## config.mk

```make
export PLATFORM = sky130hd
export DESIGN_NAME = mult_div_unit
export DESIGN_NICKNAME = d
export VERILOG_FILES = /design/src/rtl/mdu_pkg.sv /design/src/rtl/mdu_divider.sv /design/src/rtl/mult_div_unit.sv
export SDC_FILE = /design/constraint.sdc
export NUM_CORES = 1
export LEC_CHECK = 0
export ABC_AREA = 1
export CORE_MARGIN = 2
export CORE_UTILIZATION = 56
export DETAILED_ROUTE_END_ITERATION = 10
export GPL_TIMING_DRIVEN = 0
export PLACE_DENSITY = 0.78
export SLEW_MARGIN = 30
export SYNTH_ARGS = -nofsm -noshare
export SYNTH_HDL_FRONTEND = slang
export SYNTH_SLANG_ARGS = --single-unit
```

## constraint.sdc

```tcl
create_clock -name clk_i -period 2.35 [get_ports clk_i]
set_input_delay 0.47 -clock clk_i [delete_from_list [all_inputs] [get_ports clk_i]]
set_output_delay 0.47 -clock clk_i [all_outputs]
set_load 0.02 [all_outputs]
```

## src/rtl/mdu_pkg.sv

```systemverilog
// Shared definitions for the multiply/divide unit: operation encodings,
// FSM state type, default widths and small opcode decode helpers.
package mdu_pkg;

  localparam int MDU_DATA_W = 32;
  localparam int MDU_CNT_W  = 6;

  typedef enum logic [1:0] {
    MDU_MULT  = 2'b00,
    MDU_MULTU = 2'b01,
    MDU_DIV   = 2'b10,
    MDU_DIVU  = 2'b11
  } mdu_op_e;

  typedef enum logic [1:0] {
    ST_IDLE = 2'b00,
    ST_CALC = 2'b01,
    ST_FIX  = 2'b10,
    ST_DONE = 2'b11
  } mdu_state_e;

  // Divide operations have the upper opcode bit set.
  function automatic logic op_is_div(input logic [1:0] op);
    return op[1];
  endfunction

  // Signed operations have the lower opcode bit clear.
  function automatic logic op_is_signed(input logic [1:0] op);
    return ~op[0];
  endfunction

endpackage

```

## src/rtl/mdu_divider.sv

```systemverilog
// Restoring divider datapath for mult_div_unit. Works on magnitudes only;
// sign handling and the divide-by-zero result are applied by the top level.
// One quotient bit is produced per 'step' pulse, MSB first.
module mdu_divider
  import mdu_pkg::*;
#(
  parameter int DATA_W = MDU_DATA_W
) (
  input  logic              clk_i,
  input  logic              rst_i,
  input  logic              load,
  input  logic              step,
  input  logic [DATA_W-1:0] dividend,
  input  logic [DATA_W-1:0] divisor,
  output logic [DATA_W-1:0] quotient,
  output logic [DATA_W-1:0] remainder,
  output logic              div_zero
);

  logic [DATA_W-1:0] rem_r;
  logic [DATA_W-1:0] quo_r;
  logic [DATA_W-1:0] dvs_r;
  logic [DATA_W:0]   shifted_s;
  logic [DATA_W:0]   diff_s;
  logic              fits_s;

  // Trial subtraction of the divisor from the partial remainder shifted left by one.
  always_comb begin
    shifted_s = {rem_r, quo_r[DATA_W-1]};
    diff_s    = shifted_s - {1'b0, dvs_r};
    fits_s    = ~diff_s[DATA_W];
  end

  // Remainder/quotient shift registers: load operands, then one restoring step per pulse.
  always_ff @(posedge clk_i or negedge rst_i) begin
    if (!rst_i) begin
      rem_r <= {DATA_W{1'b0}};
      quo_r <= {DATA_W{1'b0}};
      dvs_r <= {DATA_W{1'b0}};
    end else if (load) begin
      rem_r <= {DATA_W{1'b0}};
      quo_r <= dividend;
      dvs_r <= divisor;
    end else if (step) begin
      if (fits_s) begin
        rem_r <= diff_s[DATA_W-1:0];
        quo_r <= {quo_r[DATA_W-2:0], 1'b1};
      end else begin
        rem_r <= shifted_s[DATA_W-1:0];
        quo_r <= {quo_r[DATA_W-2:0], 1'b0};
      end
    end else begin
      rem_r <= rem_r;
      quo_r <= quo_r;
      dvs_r <= dvs_r;
    end
  end

  assign quotient  = quo_r;
  assign remainder = rem_r;
  assign div_zero  = (dvs_r == {DATA_W{1'b0}});

endmodule

```

## src/rtl/mult_div_unit.sv

```systemverilog
// Iterative multiply/divide unit holding the architectural HI/LO registers.
// MULT/MULTU use a shift-add loop in this module; DIV/DIVU use mdu_divider.
// Optional build macro MDU_FAST_MULT_EN: multiplies finish with a single-cycle
// multiplier in CALC (done after edge 2); divides are unaffected.
module mult_div_unit
  import mdu_pkg::*;
#(
  parameter int DATA_W = MDU_DATA_W,
  parameter int CNT_W  = MDU_CNT_W
) (
  input  logic              clk_i,
  input  logic              rst_i,
  input  logic              start_i,
  input  logic [1:0]        op_i,
  input  logic [DATA_W-1:0] rs_data_i,
  input  logic [DATA_W-1:0] rt_data_i,
  input  logic              mthi_i,
  input  logic              mtlo_i,
  output logic              busy_o,
  output logic              done_o,
  output logic [DATA_W-1:0] hi_o,
  output logic [DATA_W-1:0] lo_o
);

  localparam logic [CNT_W-1:0] LAST_CNT = CNT_W'(DATA_W - 1);
  localparam logic [CNT_W-1:0] CNT_ONE  = CNT_W'(1'b1);

  mdu_state_e          state_r;
  mdu_state_e          state_next_s;
  logic                accept_s;
  logic                step_s;
  logic                fix_s;
  logic                move_ok_s;
  logic                last_step_s;

  logic [1:0]          op_r;
  logic                sign_a_r;
  logic                sign_b_r;
  logic [DATA_W-1:0]   mcand_r;
  logic [2*DATA_W-1:0] prod_r;
  logic [CNT_W-1:0]    cnt_r;
  logic [DATA_W-1:0]   hi_r;
  logic [DATA_W-1:0]   lo_r;
  logic                busy_r;
  logic                done_r;

  logic                a_neg_s;
  logic                b_neg_s;
  logic [DATA_W-1:0]   a_abs_s;
  logic [DATA_W-1:0]   b_abs_s;
  logic [2*DATA_W-1:0] mult_next_s;
  logic [2*DATA_W-1:0] prod_fix_s;
  logic [DATA_W-1:0]   res_hi_s;
  logic [DATA_W-1:0]   res_lo_s;

  logic [DATA_W-1:0]   div_quo_s;
  logic [DATA_W-1:0]   div_rem_s;
  logic                div_zero_s;

  // Operand magnitudes and signs for the request currently on the inputs.
  always_comb begin
    a_neg_s = op_is_signed(op_i) & rs_data_i[DATA_W-1];
    b_neg_s = op_is_signed(op_i) & rt_data_i[DATA_W-1];
    a_abs_s = a_neg_s ? -rs_data_i : rs_data_i;
    b_abs_s = b_neg_s ? -rt_data_i : rt_data_i;
  end

`ifdef MDU_FAST_MULT_EN
  // Full product in one cycle; multiplies leave CALC after a single step.
  always_comb begin
    mult_next_s = (2*DATA_W)'(mcand_r) * (2*DATA_W)'(prod_r[DATA_W-1:0]);
    if (op_is_div(op_r)) begin
      last_step_s = (cnt_r == LAST_CNT);
    end else begin
      last_step_s = 1'b1;
    end
  end
`else
  logic [DATA_W:0] mult_sum_s;

  // Shift-add step: the multiplier sits in the low half of prod_r and is consumed LSB first.
  always_comb begin
    if (prod_r[0]) begin
      mult_sum_s = {1'b0, prod_r[2*DATA_W-1:DATA_W]} + {1'b0, mcand_r};
    end else begin
      mult_sum_s = {1'b0, prod_r[2*DATA_W-1:DATA_W]};
    end
    mult_next_s = {mult_sum_s, prod_r[DATA_W-1:1]};
    last_step_s = (cnt_r == LAST_CNT);
  end
`endif

  // FSM next-state and per-cycle control strobes.
  always_comb begin
    state_next_s = state_r;
    accept_s     = 1'b0;
    step_s       = 1'b0;
    fix_s        = 1'b0;
    case (state_r)
      ST_IDLE: begin
        if (start_i) begin
          accept_s     = 1'b1;
          state_next_s = ST_CALC;
        end else begin
          state_next_s = ST_IDLE;
        end
      end
      ST_CALC: begin
        step_s = 1'b1;
        if (last_step_s) begin
          state_next_s = ST_FIX;
        end else begin
          state_next_s = ST_CALC;
        end
      end
      ST_FIX: begin
        fix_s        = 1'b1;
        state_next_s = ST_DONE;
      end
      ST_DONE: begin
        if (start_i) begin
          accept_s     = 1'b1;
          state_next_s = ST_CALC;
        end else begin
          state_next_s = ST_IDLE;
        end
      end
      default: begin
        state_next_s = ST_IDLE;
      end
    endcase
  end

  // Register moves are allowed only when idle and no start competes for the cycle.
  always_comb begin
    if ((state_r == ST_IDLE) || (state_r == ST_DONE)) begin
      move_ok_s = ~start_i;
    end else begin
      move_ok_s = 1'b0;
    end
  end

  // Sign correction and result mapping applied in FIX.
  always_comb begin
    if (sign_a_r ^ sign_b_r) begin
      prod_fix_s = -prod_r;
    end else begin
      prod_fix_s = prod_r;
    end
    if (op_is_div(op_r)) begin
      if (div_zero_s) begin
        // mcand_r holds |A|; restoring the sign gives back A as captured.
        res_lo_s = {DATA_W{1'b1}};
        res_hi_s = sign_a_r ? -mcand_r : mcand_r;
      end else begin
        res_lo_s = (sign_a_r ^ sign_b_r) ? -div_quo_s : div_quo_s;
        res_hi_s = sign_a_r ? -div_rem_s : div_rem_s;
      end
    end else begin
      res_hi_s = prod_fix_s[2*DATA_W-1:DATA_W];
      res_lo_s = prod_fix_s[DATA_W-1:0];
    end
  end

  // State register.
  always_ff @(posedge clk_i or negedge rst_i) begin
    if (!rst_i) begin
      state_r <= ST_IDLE;
    end else begin
      state_r <= state_next_s;
    end
  end

  // Operand capture, iteration counter and multiply working register.
  always_ff @(posedge clk_i or negedge rst_i) begin
    if (!rst_i) begin
      op_r     <= 2'b00;
      sign_a_r <= 1'b0;
      sign_b_r <= 1'b0;
      mcand_r  <= {DATA_W{1'b0}};
      prod_r   <= {(2*DATA_W){1'b0}};
      cnt_r    <= {CNT_W{1'b0}};
    end else if (accept_s) begin
      op_r     <= op_i;
      sign_a_r <= a_neg_s;
      sign_b_r <= b_neg_s;
      mcand_r  <= a_abs_s;
      prod_r   <= {{DATA_W{1'b0}}, b_abs_s};
      cnt_r    <= {CNT_W{1'b0}};
    end else if (step_s) begin
      cnt_r <= cnt_r + CNT_ONE;
      if (!op_is_div(op_r)) begin
        prod_r <= mult_next_s;
      end else begin
        prod_r <= prod_r;
      end
    end else begin
      cnt_r  <= cnt_r;
      prod_r <= prod_r;
    end
  end

  // Architectural HI/LO: final result on FIX->DONE, otherwise MTHI/MTLO when allowed.
  always_ff @(posedge clk_i or negedge rst_i) begin
    if (!rst_i) begin
      hi_r <= {DATA_W{1'b0}};
      lo_r <= {DATA_W{1'b0}};
    end else if (fix_s) begin
      hi_r <= res_hi_s;
      lo_r <= res_lo_s;
    end else if (move_ok_s) begin
      hi_r <= mthi_i ? rs_data_i : hi_r;
      lo_r <= mtlo_i ? rs_data_i : lo_r;
    end else begin
      hi_r <= hi_r;
      lo_r <= lo_r;
    end
  end

  // Registered status outputs derived from the upcoming state.
  always_ff @(posedge clk_i or negedge rst_i) begin
    if (!rst_i) begin
      busy_r <= 1'b0;
      done_r <= 1'b0;
    end else begin
      busy_r <= (state_next_s == ST_CALC) || (state_next_s == ST_FIX);
      done_r <= (state_next_s == ST_DONE);
    end
  end

  mdu_divider #(
    .DATA_W (DATA_W)
  ) u_divider (
    .clk_i     (clk_i),
    .rst_i     (rst_i),
    .load      (accept_s),
    .step      (step_s & op_is_div(op_r)),
    .dividend  (a_abs_s),
    .divisor   (b_abs_s),
    .quotient  (div_quo_s),
    .remainder (div_rem_s),
    .div_zero  (div_zero_s)
  );

  assign busy_o = busy_r;
  assign done_o = done_r;
  assign hi_o   = hi_r;
  assign lo_o   = lo_r;

endmodule

```

==> impl_metrics.toml <==
[status]
status = "complete, but fails checks"
violations = "negative setup slack"

[yosys]
synth-main-ff-cell = "dfrtp_1"
synth_top_family_by_area = "simple AND/OR/NAND/NOR gates"
synth.top_cell.area_share_pct = 28.4
muxShareOfSynthArea_pct = 0
synth_edf_count = 0
yosysUniqueCellTypes = 46
synth_nets = 4118
yosys_warnings = 0
synth-simple-area-share_pct = 41.8
ys_top_cells_by_count = "1,302 x nand2_1, 500 x inv_1, 473 x nand3_1, 408 x nor2_1, 297 x o21ai_0"
synthCells = 3972
synth_area_mm2 = 0.0237
synth-seq-cells = 269
yosysSeqAreaShare_pct = 28.4
async_reset_ff_share_pct = 100
synth_compound_area_share_pct = 13.3
yosys-top-cells-area = "dfrtp_1 28%, nand2_1 21%, nand3_1 10%"
synth_most_common_cell = "nand2_1"
synthAdderAreaFrac_pct = 4.02
synth.avg_cell_area_um2 = 5.97
yosys.area.top_type = "dfrtp_1"
synthXorXnorAreaFrac_pct = 2.07

[global_routing]
use_met3_pct = 12.6
grt_pass1_vias = 26739
grt_max_degree = 88
grt_first_pass_wirelength_um = 160000
grt_use_met1_pct = 61.2
grt_util_met2_pct = 71.9
grt_overflow = 0
busiest_layer = "met2"
track_usage_pct = 48.5
antenna_found_initial = 2

[sta]
rsz0062_at_grt = "true"
setup_ws_ns = -0.167
finClkSkew_ns = 0.0155
setup_viol = 41
post-route-period-util_pct = 107
whs_ns = 0.357
fmax_mhz = 397
slew_viol_final = 0
hold_violations = 0
slew_headroom_pct = 37.5
final.setup.tns_ns = -1.94
worst_pin_slew_ns = 0.938
finalCriticalPeriod_ns = 2.52

[floorplan]
fp.dieH_um = 210
die_x_um = 210
io_pins = 137
design.die.area_mm2 = 0.0440
initial_utilization_pct = 56.6
row_count = 75
core_area_mm2 = 0.0419

[pwr]
peakVddDrop_mv = 1.29
p_per_area_mw_per_mm2 = 1840
total_power_mw = 53.4
p_leak_nw = 14.2

[worst_setup_path]
regToRegSetupSlack_ns = -0.17
cp_max_fo = 7
worst_ep_arrival_time_ns = 3.01
crit_required_ns = 2.84
path_class = "register to register"
critPathLaunchType = "register"
endpoint_kind = "register"

[route]
routed-via-count = 29817
avgRoutedWirePerCell_um = 23.6
routed_wl_um = 112000
ant_nets = 0
viasPerCell = 6.28
dr.pass1.iters = 7
drt_iter0_markers = 4419
drc = 0

[clock_network]
cts_root_buffer = "clkbuf_16"
cts_tree = "done"
path_clk_slew_ns = 0.07
clock-sinks = 269
h-tree-depth = 1
clk_path_buf_depth = 3
numCtsBuffers = 30
clkLatencyLatePin_ns = 0.60

[min_path]
hold_path.class = "input port to asynchronous set/reset pin"

[placed_design]
dpl.hpwl_um = 86700
dp_slack_ns = -1.68
port_buffers = 135
gp_congestion = 1.12

[layout]
drive_gt1_share_pct = 12.1
fin_nets = 4332
multi_input_area_mm2 = 0.0161
diodes = 0
fill_cells = 3735
final_util_pct = 69.5
ff_latch_area_mm2 = 0.00676
synthToLayoutAreaGrowth_pct = 22.7

[run]
max_cap_violations = 0
-- cell usage in the layout, fill, tap and decap left out, types with 16 or more instances in the layout --
cell type / synthesis / routed
ha_1: 73 / 35
o211ai_1: 37 / 37
nand2_4: 0 / 40
ha_4: 0 / 35
inv_2: 9 / 31
o21ai_1: 3 / 26
nor3_1: 51 / 46
inv_1: 500 / 476
clkbuf_1: 98 / 53
clkdlybuf4s50_1: 0 / 131
nand4_1: 71 / 71
nor2_4: 2 / 18
nand3_2: 0 / 57
a21oi_1: 142 / 133
o21ai_2: 0 / 18
o221ai_1: 28 / 27
nor2_1: 408 / 378
buf_4: 1 / 42
nand2_2: 13 / 50
xor2_1: 45 / 45
o21ai_0: 297 / 255
nand2_1: 1302 / 1223
nand3b_1: 16 / 16
dfrtp_1: 269 / 248
dfrtp_2: 0 / 21
clkbuf_16: 0 / 33
nor2_2: 6 / 20
nand3_1: 473 / 409
clkbuf_2: 0 / 39
a22oi_1: 17 / 17
-- per-stage QoR --
step                      instance area [µm²]  std cells
after floorplan                         23700       3972
after global placement                  25700       4646
after detailed placement                25800       4649
after CTS                               27900       4724
after global routing                    29100       4748
final                                   29100       4748
-- cell type report --
cell class	count	share of cell area, %
well taps	539	2.32
plain buffers	128	2.52
flip-flops and latches	269	23.2
clock buffers	45	3.05
clock inverters	10	0.486
inverters	511	6.62
multi-input cells	3063	55.3
repair buffers	183	6.47
-- power breakdown --
group          internal [mW]  switching (mW)  total (mW)  leakage [nW]
combinational           13.0            25.6        38.6          10.4
clock                   2.93            2.16        5.09         0.498
sequential              6.93            2.79        9.71          3.31
total                   22.9            30.6        53.4          14.2
-- critical path: stages, from the launching register on --
cell	delay, ns
dfrtp_1	0.36
inv_2	0.09
ha_4	0.18
fa_2	0.36
inv_2	0.08
nand2_2	0.05
nand2_2	0.07
nand3_2	0.07
nand2_2	0.10
nand2_2	0.07
nand2_4	0.08
nand2_4	0.08
nand2_4	0.10
nand2_4	0.08
nand2_8	0.13
buf_4	0.17
nand2_1	0.11
nand3_2	0.12
nand2_1	0.07
-- what timing repair did --
action | CTS | global route
pin swaps | 18 | 67
gates resized for setup | 241 | 318
hold endpoints to repair | 40 | 0
buffers inserted | 16 | 23
gates cloned | 3 | 2
endpoints found under the setup margin | 246 | 214
hold buffers | 1 | 0
-- cells by family (layout without fill, tap and decap cells) --
group / Yosys count / after routing
compound gates: 563 / 563
xor+xnor: 56 / 56
fa+ha+maj: 75 / 75
buf+inv: 640 / 877
flops: 269 / 269
simple gates: 2369 / 2369
-- final timing paths --
| kind | cells after the start | from | to |
|---|---|---|---|
| min | 2 | rst_i | lo_o[25]$_DFFE_PN0P_ |
| max | 18 | u_divider.quotient[31]$_DFFE_PN0P_ | u_divider.remainder[5]$_DFFE_PN0P_ |
| min in group clk_i | 3 | rs_data_i[2] | lo_o[2]$_DFFE_PN0P_ |
| min reg2reg | 1 | cnt_r[5]$_DFFE_PN0P_ | cnt_r[5]$_DFFE_PN0P_ |
| max in group asynchronous | 4 | rst_i | u_divider.remainder[26]$_DFFE_PN0P_ |
| max reg2reg | 18 | u_divider.quotient[31]$_DFFE_PN0P_ | u_divider.remainder[5]$_DFFE_PN0P_ |
-- per-layer routing --
layer / up-vias / part of all wire [%]
met3: 596 / 13
met4: 2 / 9.7
met5: - / 0.0098
li1: 13310 / -
met2: 2268 / 41
met1: 13641 / 36
-- state kept, by name (all words and copies together), names as in the netlist --
name and flops:
busy_o 1, op_r 1, u_divider.quotient 32, mcand_r 32, u_divider.remainder 32, prod_r 64, cnt_r 6, lo_o 32
done_o 1, u_divider.dvs_r 32, sign_a_r 1, hi_o 32, sign_b_r 1, state_r 2
(Power assumes the default switching activity.)
